`src/rtl/biu_defs.sv`:
```
// Shared definitions for the BIU prefetch stage: FSM encodings, queue depth,
// physical address width and small arithmetic helpers.
package biu_defs;

  typedef enum logic [1:0] {
    IDLE    = 2'd0,
    FETCH   = 2'd1,
    DISCARD = 2'd2
  } fsm_state_e;

  localparam int QUEUE_DEPTH = 6;
  localparam int PHYS_AW     = 20;

  // Real-mode style segment:offset translation; carry out of bit 19 is lost.
  function automatic logic [PHYS_AW-1:0] phys_addr(input logic [15:0] seg,
                                                   input logic [15:0] off);
    return {seg, 4'b0000} + {4'b0000, off};
  endfunction

  // Advance a circular-buffer pointer by 0..2 entries, modulo QUEUE_DEPTH.
  function automatic logic [2:0] ptr_add(input logic [2:0] p,
                                         input logic [1:0] n);
    logic [3:0] s;
    s = {1'b0, p} + {2'b00, n};
    if (s >= 4'(QUEUE_DEPTH)) s = s - 4'(QUEUE_DEPTH);
    return s[2:0];
  endfunction

endpackage

```
`src/rtl/prefetch_fifo.sv`:
```
// 6-entry byte circular buffer: pushes 0..2 bytes and pops 1 byte per cycle,
// synchronous clear has priority over push and pop.
module prefetch_fifo
  import biu_defs::*;
(
  input  logic        clk,
  input  logic        rst,
  input  logic        clr,
  input  logic [1:0]  push_num,
  input  logic [15:0] push_data,
  input  logic        pop,
  output logic [7:0]  head,
  output logic [2:0]  count
);

  logic [7:0] mem_q [QUEUE_DEPTH];
  logic [7:0] mem_d [QUEUE_DEPTH];
  logic [2:0] rd_q, rd_d;
  logic [2:0] wr_q, wr_d;
  logic [2:0] cnt_q, cnt_d;
  logic       pop_ok;

  // Next-state for storage, pointers and occupancy; empty-queue pops are dropped.
  always_comb begin
    mem_d  = mem_q;
    rd_d   = rd_q;
    wr_d   = wr_q;
    cnt_d  = cnt_q;
    pop_ok = pop && (cnt_q != 3'd0);
    if (clr) begin
      rd_d  = 3'd0;
      wr_d  = 3'd0;
      cnt_d = 3'd0;
    end else begin
      if (push_num != 2'd0) mem_d[wr_q] = push_data[7:0];
      if (push_num == 2'd2) mem_d[ptr_add(wr_q, 2'd1)] = push_data[15:8];
      wr_d = ptr_add(wr_q, push_num);
      if (pop_ok) rd_d = ptr_add(rd_q, 2'd1);
      cnt_d = cnt_q + {1'b0, push_num} - {2'b00, pop_ok};
    end
  end

  // Storage and pointer registers.
  always_ff @(posedge clk or posedge rst) begin
    if (rst) begin
      mem_q <= '{default: '0};
      rd_q  <= 3'd0;
      wr_q  <= 3'd0;
      cnt_q <= 3'd0;
    end else begin
      mem_q <= mem_d;
      rd_q  <= rd_d;
      wr_q  <= wr_d;
      cnt_q <= cnt_d;
    end
  end

  // Head reads as zero while empty so stale bytes never leak out.
  assign head  = (cnt_q != 3'd0) ? mem_q[rd_q] : 8'h00;
  assign count = cnt_q;

endmodule

```
`src/rtl/biu_prefetch_queue.sv`:
```
// BIU instruction prefetch: forms CS:IP fetch addresses, runs the memory
// request/ack handshake and feeds a 6-byte code queue to decode.
// Optional macro BIU_PREFETCH_STATS_EN adds a saturating fetch_cnt output.
//
// state   | meaning
// IDLE    | no request outstanding; issues when 2+ bytes free and no flush
// FETCH   | request outstanding; ack data is pushed into the queue
// DISCARD | request outstanding but flushed; ack data is dropped
module biu_prefetch_queue
  import biu_defs::*;
#(
  parameter int QUEUE_DEPTH = biu_defs::QUEUE_DEPTH
) (
  input  logic        clk,
  input  logic        rst,
  input  logic [15:0] cs,
  input  logic        ip_load,
  input  logic [15:0] ip_new,
  output logic        mem_req,
  output logic [19:0] mem_addr,
  input  logic        mem_ack,
  input  logic [15:0] mem_rdata,
  input  logic        q_pop,
  output logic [7:0]  q_byte,
  output logic        q_valid,
  output logic [2:0]  q_count
`ifdef BIU_PREFETCH_STATS_EN
  ,
  output logic [15:0] fetch_cnt
`endif
);

  // Issue only while at least two bytes are free, so a word fetch always fits.
  localparam logic [2:0] ISSUE_MAX = 3'(QUEUE_DEPTH - 2);

  fsm_state_e  state_q, state_d;
  logic [15:0] fetch_ip_q, fetch_ip_d;
  logic [19:0] mem_addr_q, mem_addr_d;
  logic [19:0] phys;
  logic [1:0]  push_num;
  logic [15:0] push_data;
  logic        fifo_clr;
  logic        fifo_pop;
  logic [2:0]  fifo_count;

  assign phys = phys_addr(cs, fetch_ip_q);

  // FSM next-state, fetch pointer advance, queue push and flush control.
  always_comb begin
    state_d    = state_q;
    fetch_ip_d = fetch_ip_q;
    mem_addr_d = mem_addr_q;
    push_num   = 2'd0;
    push_data  = 16'h0000;
    fifo_clr   = 1'b0;
    case (state_q)
      IDLE: begin
        if (!ip_load && (fifo_count <= ISSUE_MAX)) begin
          state_d    = FETCH;
          mem_addr_d = phys & 20'hFFFFE;
        end
      end
      FETCH: begin
        if (mem_ack) begin
          state_d = IDLE;
          if (!ip_load) begin
            if (fetch_ip_q[0]) begin
              push_num   = 2'd1;
              push_data  = {8'h00, mem_rdata[15:8]};
              fetch_ip_d = fetch_ip_q + 16'd1;
            end else begin
              push_num   = 2'd2;
              push_data  = mem_rdata;
              fetch_ip_d = fetch_ip_q + 16'd2;
            end
          end
        end else if (ip_load) begin
          state_d = DISCARD;
        end
      end
      DISCARD: begin
        if (mem_ack) state_d = IDLE;
      end
      default: state_d = IDLE;
    endcase
    if (ip_load) begin
      fifo_clr   = 1'b1;
      push_num   = 2'd0;
      fetch_ip_d = ip_new;
    end
  end

  assign fifo_pop = q_pop && !ip_load;

  // FSM, fetch pointer and latched request address.
  always_ff @(posedge clk or posedge rst) begin
    if (rst) begin
      state_q    <= IDLE;
      fetch_ip_q <= 16'h0000;
      mem_addr_q <= 20'h00000;
    end else begin
      state_q    <= state_d;
      fetch_ip_q <= fetch_ip_d;
      mem_addr_q <= mem_addr_d;
    end
  end

  prefetch_fifo u_fifo (
    .clk       (clk),
    .rst       (rst),
    .clr       (fifo_clr),
    .push_num  (push_num),
    .push_data (push_data),
    .pop       (fifo_pop),
    .head      (q_byte),
    .count     (fifo_count)
  );

  assign mem_req  = (state_q == FETCH) || (state_q == DISCARD);
  assign mem_addr = mem_addr_q;
  assign q_count  = fifo_count;
  assign q_valid  = (fifo_count != 3'd0);

`ifdef BIU_PREFETCH_STATS_EN
  logic [15:0] fetch_cnt_q, fetch_cnt_d;

  // Count every acknowledged request, including discarded ones; saturates.
  always_comb begin
    fetch_cnt_d = fetch_cnt_q;
    if (mem_req && mem_ack && (fetch_cnt_q != 16'hFFFF))
      fetch_cnt_d = fetch_cnt_q + 16'd1;
  end

  // Statistics register; survives flushes.
  always_ff @(posedge clk or posedge rst) begin
    if (rst) fetch_cnt_q <= 16'h0000;
    else     fetch_cnt_q <= fetch_cnt_d;
  end

  assign fetch_cnt = fetch_cnt_q;
`else
  // Statistics disabled: no counter state.
`endif

endmodule

```
`config.mk`:
```
export PLATFORM = sky130hd
export DESIGN_NAME = biu_prefetch_queue
export DESIGN_NICKNAME = d
export VERILOG_FILES = /design/src/rtl/biu_defs.sv /design/src/rtl/prefetch_fifo.sv /design/src/rtl/biu_prefetch_queue.sv
export SDC_FILE = /design/constraint.sdc
export NUM_CORES = 1
export LEC_CHECK = 0
export BUFFER_PORTS_ARGS = -buffer_cell sky130_fd_sc_hd__buf_2
export CORE_MARGIN = 1.5
export CORE_UTILIZATION = 30
export CTS_CLUSTER_DIAMETER = 80
export DETAILED_ROUTE_END_ITERATION = 12
export PLACE_DENSITY = 0.54
export SYNTH_ARGS = -nofsm -noshare
export SYNTH_HDL_FRONTEND = slang
export SYNTH_SLANG_ARGS = --single-unit
```
`constraint.sdc`:
```
create_clock -name clk -period 5.7 [get_ports clk]
set_clock_uncertainty 0.2 [all_clocks]
set_input_delay 1.14 -clock clk [delete_from_list [all_inputs] [get_ports clk]]
set_output_delay 1.14 -clock clk [all_outputs]
set_load 0.03 [all_outputs]
```
==> results_tabular.tex <==
\begin{tabular}{lr}
\hline
Metric & Value \\
\hline
\multicolumn{2}{l}{\textbf{Global routing}} \\
Global-route wire length before repair & 25,340 um \\
Antenna violations before repair & 1 \\
Global route overflow & 0 \\
Number of global-route vias before repair & 4,655 \\
Total Routing Usage GR & 16.49\% \\
Pin count of the biggest net entering global routing & 61 \\
\multicolumn{2}{l}{\textbf{Critical path}} \\
Arr. time, crit path & 2540 ps \\
Crit path cell chain & mux4\_2 > a22oi\_1 > nor2\_1 > buf\_2 \\
Longest individual stage delay on the worst path & 1060 ps \\
Setup crit end kind & primary output \\
Startpoint of the worst-slack reg-to-reg timing path & u\_fifo.count[1]\$\_DFF\_PP0\_ \\
Required time reported for the critical path endpoint & 4360 ps \\
Critical Path Source Type & register \\
Worst-path cell with the longest stage delay & sky130\_fd\_sc\_hd\_\_dfrtp\_1 \\
Worst reg-to-reg path cell count & 13 \\
Worst reg-to-reg setup slack & 2640 ps \\
Largest driver fanout on the critical path & 20 \\
Worst flop-to-flop path endpoint & u\_fifo.count[2]\$\_DFF\_PP0\_ \\
Worst setup path category & register to primary output \\
\multicolumn{2}{l}{\textbf{Synth}} \\
Share of Yosys cell area claimed by the top area cell type & 41.83\% \\
Mean post-synth cell area & 9.745 um2 \\
Fraction of synthesized area in multiplexers & 7.143\% \\
Cells taking the most area after synthesis & sky130\_fd\_sc\_hd\_\_dfrtp\_1, sky130\_fd\_sc\_hd\_\_a221o\_1, sky130\_fd\_sc\_hd\_\_ha\_1 \\
Main combinational cell family by area after synthesis & compound AO/OA/AOI/OAI gates \\
Most common flop cell mapped by yosys & sky130\_fd\_sc\_hd\_\_dfrtp\_1 \\
Synth area leader & sky130\_fd\_sc\_hd\_\_dfrtp\_1 \\
Sequential fraction of the synthesis area & 41.83\% \\
Count of different cell masters after synthesis & 64 \\
Ys Warns & 0 \\
Synthesized net count & 658 \\
Cells after Synth & 577 \\
Post-synth design cell area & 5623 um2 \\
Simple-gate share of the synthesized area & 17.76\% \\
Compound-cell area share of the yosys netlist & 17.85\% \\
XOR/XNOR Fraction of Synth Area & 4.984\% \\
Number of enable flip-flop cells after synthesis & 0 \\
Flops \& latches, synth & 94 \\
Fraction of the mapped netlist area in adder cells & 6.631\% \\
Proportion of register bits with asynchronous set or reset after synthesis & 100.0\% \\
\multicolumn{2}{l}{\textbf{Timing}} \\
Transition time at the pin with the least slew margin & 1085 ps \\
Post-route minimum period & 3880 ps \\
Timing-limited maximum frequency & 257.8 MHz \\
Finish-stage setup viols & 0 \\
Slew margin rel. & 27.69\% \\
Setup repair after global routing missed its margin & false \\
Final Cycle Share & 68.06\% \\
Sum of negative setup slack & 0 ps \\
Crit path setup slack, layout & 1820 ps \\
Max Transition Viols Final & 0 \\
Hold violation total from the final report & 0 \\
\multicolumn{2}{l}{\textbf{Clock network}} \\
TritonCTS clock tree & done \\
Post-CTS Resized & 0 \\
Post-CTS Setup Repair Bufs & 0 \\
Worst-case clock buffer depth & 2 \\
Skew-Pair Late Insertion Delay & 350 ps \\
Register clock-pin slew on the reported worst setup and hold paths & 70 ps \\
Buffer type at the clock tree root & sky130\_fd\_sc\_hd\_\_clkbuf\_16 \\
Post-cts hold buffer count & 0 \\
H-tree levels & 3 \\
Cts bufs inserted & 9 \\
Num Clock Sinks & 94 \\
\multicolumn{2}{l}{\textbf{Final layout}} \\
Final nets & 732 \\
Area growth syn-to-layout & 16.56\% \\
Share of post-route cells with drive strength above 1 & 22.56\% \\
Fin area & 6554 um2 \\
Number of antenna repair diodes & 0 \\
\multicolumn{2}{l}{\textbf{Floorplanning}} \\
Core area & 18,150 um2 \\
Boundary Pins & 86 \\
Effective utilization at floorplan & 30.98\% \\
Die Span Y & 139.9 um \\
Horiz. Die Dim & 139.9 um \\
Site row count & 49 \\
DIE AREA & 19,570 um2 \\
\multicolumn{2}{l}{\textbf{Routing}} \\
Total wire length after detailed routing & 15,540 um \\
Number of routed nets with antenna violations & 0 \\
Starting DRC count in detailed routing & 321 \\
Met2 WL post-DR & 7143 um \\
Drt first pass iters & 10 \\
Wire length per cell & 17.56 um \\
Via count of the routed design & 4,594 \\
Residual DRC & 4 \\
Met3 WL & 993 um \\
Sum of routed wire segments on met1 & 7211 um \\
Vias per Instance & 5.191 \\
Max layer used & met4 \\
\multicolumn{2}{l}{\textbf{Place}} \\
Post-Place Cell Area & 6241 um2 \\
I/O Buffers & 84 \\
Worst setup slack before clock tree synthesis & 2052 ps \\
Detailed Place HPWL & 11,260 um \\
Routability congestion estimate & 0.8902 \\
\multicolumn{2}{l}{\textbf{Pwr}} \\
Ratio of total power to cell area & 410.0 nW/um2 \\
Worst supply voltage drop on vdd & 0.1848 mV \\
Share of total power in the clock network & 24.1\% \\
Part of the total power dissipated in combinational logic & 37.6\% \\
Switching share of total power & 39.86\% \\
Final Total Pwr & 2687 uW \\
Sequential share of power & 38.3\% \\
Internal power of the cells & 1616 uW \\
Switching power & 1071 uW \\
Static Leak & 0.003007 uW \\
\multicolumn{2}{l}{\textbf{Min path}} \\
Startpoint of the worst hold path & mem\_addr[1]\$\_DFFE\_PP0P\_ \\
Cell depth of the worst min-delay path & 2 \\
Min-Delay Path Class & register to register \\
Hold endpoint & mem\_addr[1]\$\_DFFE\_PP0P\_ \\
\multicolumn{2}{l}{\textbf{Flow run}} \\
Number of max-cap violations & 0 \\
\multicolumn{2}{l}{\textbf{Outcome}} \\
Outcome & finished, violations left \\
Violations in the final reports & DRC \\
\hline
\end{tabular}
power by group through the flow:
stage,Clock (uW),Combinational [uW],Sequential (uW)
finish,648,1010,1030
detailed placement,0,1010,1030
CTS,659,1020,1030
global route,691,1110,1050
global placement,0,995,1030
floorplan,0,654,1100
flip-flops by register name (all words and copies together), names as in the netlist:
name and count:
u_fifo.mem_q 48, mem_addr 19, fetch_ip_q 16, u_fifo.count 3, u_fifo.rd_q 3, u_fifo.wr_q 3
state_q 2
placed cells by master, fill, tap and decap left out, types with 2 or more instances in the layout:
cell type / netlist / final
sky130_fd_sc_hd__nor2b_1: 7 / 7
sky130_fd_sc_hd__inv_1: 28 / 27
sky130_fd_sc_hd__nand3_1: 6 / 6
sky130_fd_sc_hd__clkinv_4: 0 / 2
sky130_fd_sc_hd__nor3b_1: 2 / 2
sky130_fd_sc_hd__a22oi_1: 10 / 10
sky130_fd_sc_hd__and4_1: 3 / 3
sky130_fd_sc_hd__mux2_2: 17 / 17
sky130_fd_sc_hd__a21oi_1: 17 / 17
sky130_fd_sc_hd__nand3b_1: 4 / 4
sky130_fd_sc_hd__a221o_1: 32 / 32
sky130_fd_sc_hd__xnor2_1: 13 / 13
sky130_fd_sc_hd__mux4_2: 8 / 8
sky130_fd_sc_hd__fa_1: 3 / 3
sky130_fd_sc_hd__and2_1: 5 / 5
sky130_fd_sc_hd__a21o_1: 4 / 4
sky130_fd_sc_hd__clkbuf_16: 0 / 9
sky130_fd_sc_hd__dfrtp_1: 94 / 94
sky130_fd_sc_hd__nand2_1: 81 / 81
sky130_fd_sc_hd__or3_1: 2 / 2
sky130_fd_sc_hd__nor3_2: 2 / 2
sky130_fd_sc_hd__a211oi_1: 2 / 2
sky130_fd_sc_hd__ha_1: 25 / 25
sky130_fd_sc_hd__mux2i_1: 3 / 3
sky130_fd_sc_hd__inv_6: 0 / 2
sky130_fd_sc_hd__buf_2: 9 / 84
sky130_fd_sc_hd__nor4_1: 2 / 2
sky130_fd_sc_hd__o21ai_0: 36 / 36
sky130_fd_sc_hd__inv_8: 0 / 2
sky130_fd_sc_hd__nand2b_1: 5 / 5
sky130_fd_sc_hd__and3_1: 3 / 3
sky130_fd_sc_hd__nand4_1: 5 / 5
sky130_fd_sc_hd__a31oi_1: 3 / 3
sky130_fd_sc_hd__xor2_1: 19 / 19
sky130_fd_sc_hd__a221oi_1: 7 / 7
sky130_fd_sc_hd__o221a_2: 7 / 7
sky130_fd_sc_hd__nor2_2: 3 / 3
sky130_fd_sc_hd__nor2_1: 69 / 69
sky130_fd_sc_hd__o211ai_1: 2 / 2
how the worst max path moves through the flow:
stage	start	to	slack (ps)
CTS	u_fifo.rd_q[0]$_DFFE_PP0P_	q_byte[3]	1810
global placement	ip_load	u_fifo.mem_q[19]$_DFFE_PP0N_	2060
finish	u_fifo.rd_q[0]$_DFFE_PP0P_	q_byte[3]	1820
global route	u_fifo.rd_q[0]$_DFFE_PP0P_	q_byte[3]	1660
detailed placement	ip_load	u_fifo.mem_q[23]$_DFFE_PP0N_	2050
floorplan	rst	fetch_ip_q[0]$_DFFE_PP0P_	1910
through the flow:
step	util (%)	cells	hold WS, ps
2_1_floorplan	-	577	273.1
3_3_place_gp	34.39	869	257.8
3_5_place_dp	34.39	869	262.6
4_1_cts	36.11	885	282.9
5_1_grt	36.11	885	315.3
6_report	36.11	885	277.9
cell families after synthesis:
logic type,after synthesis
xor gates and xnor gates,32
buffers and inverters,52
muxes,28
AOI/OAI and AO/OA,133
and+or+nand+nor,209
DFF,94
other,1
adders and majority gates,28
Yosys cell counts, drive strengths merged (4+ instances only):
cell type  count
a21o           4
a21oi         19
a221o         32
a221oi         7
a22oi         10
a31oi          4
and2           5
buf           11
clkbuf        11
dfrtp         94
ha            25
inv           29
mux2          17
mux4           8
nand2         81
nand2b         5
nand3          6
nand3b         5
nand4          5
nor2          73
nor2b          7
nor3           4
o21ai         36
o221a          8
xnor2         13
xor2          19
final cells by class:
cell class,count,area [um2]
inverters,30,113.9
flip-flops and latches,94,2352
multi-input cells,431,3060
repair buffers,85,427.9
clock buffers,9,225.2
fillers,1847,11590
well taps,229,286.5
clock inverters,7,87.58
per-layer routing:
| metal | global-route usage [%] | vias to the layer above |
|---|---|---|
| li1 | - | 2210 |
| met1 | 21.92 | 2229 |
| met2 | 26.63 | 141 |
| met3 | 4.342 | 14 |
| met4 | 4.488 | 0 |
| met5 | 0 | - |
worst max-delay path, delay by kind of cell, from the launching register on:
kind / cells / cell delay [ps]
muxes: 1 / 650
buffers and inverters: 1 / 210
and+or+nand+nor: 1 / 60
DFF: 1 / 1060
AOI/OAI and AO/OA: 1 / 210
(Power assumes the default switching activity.)
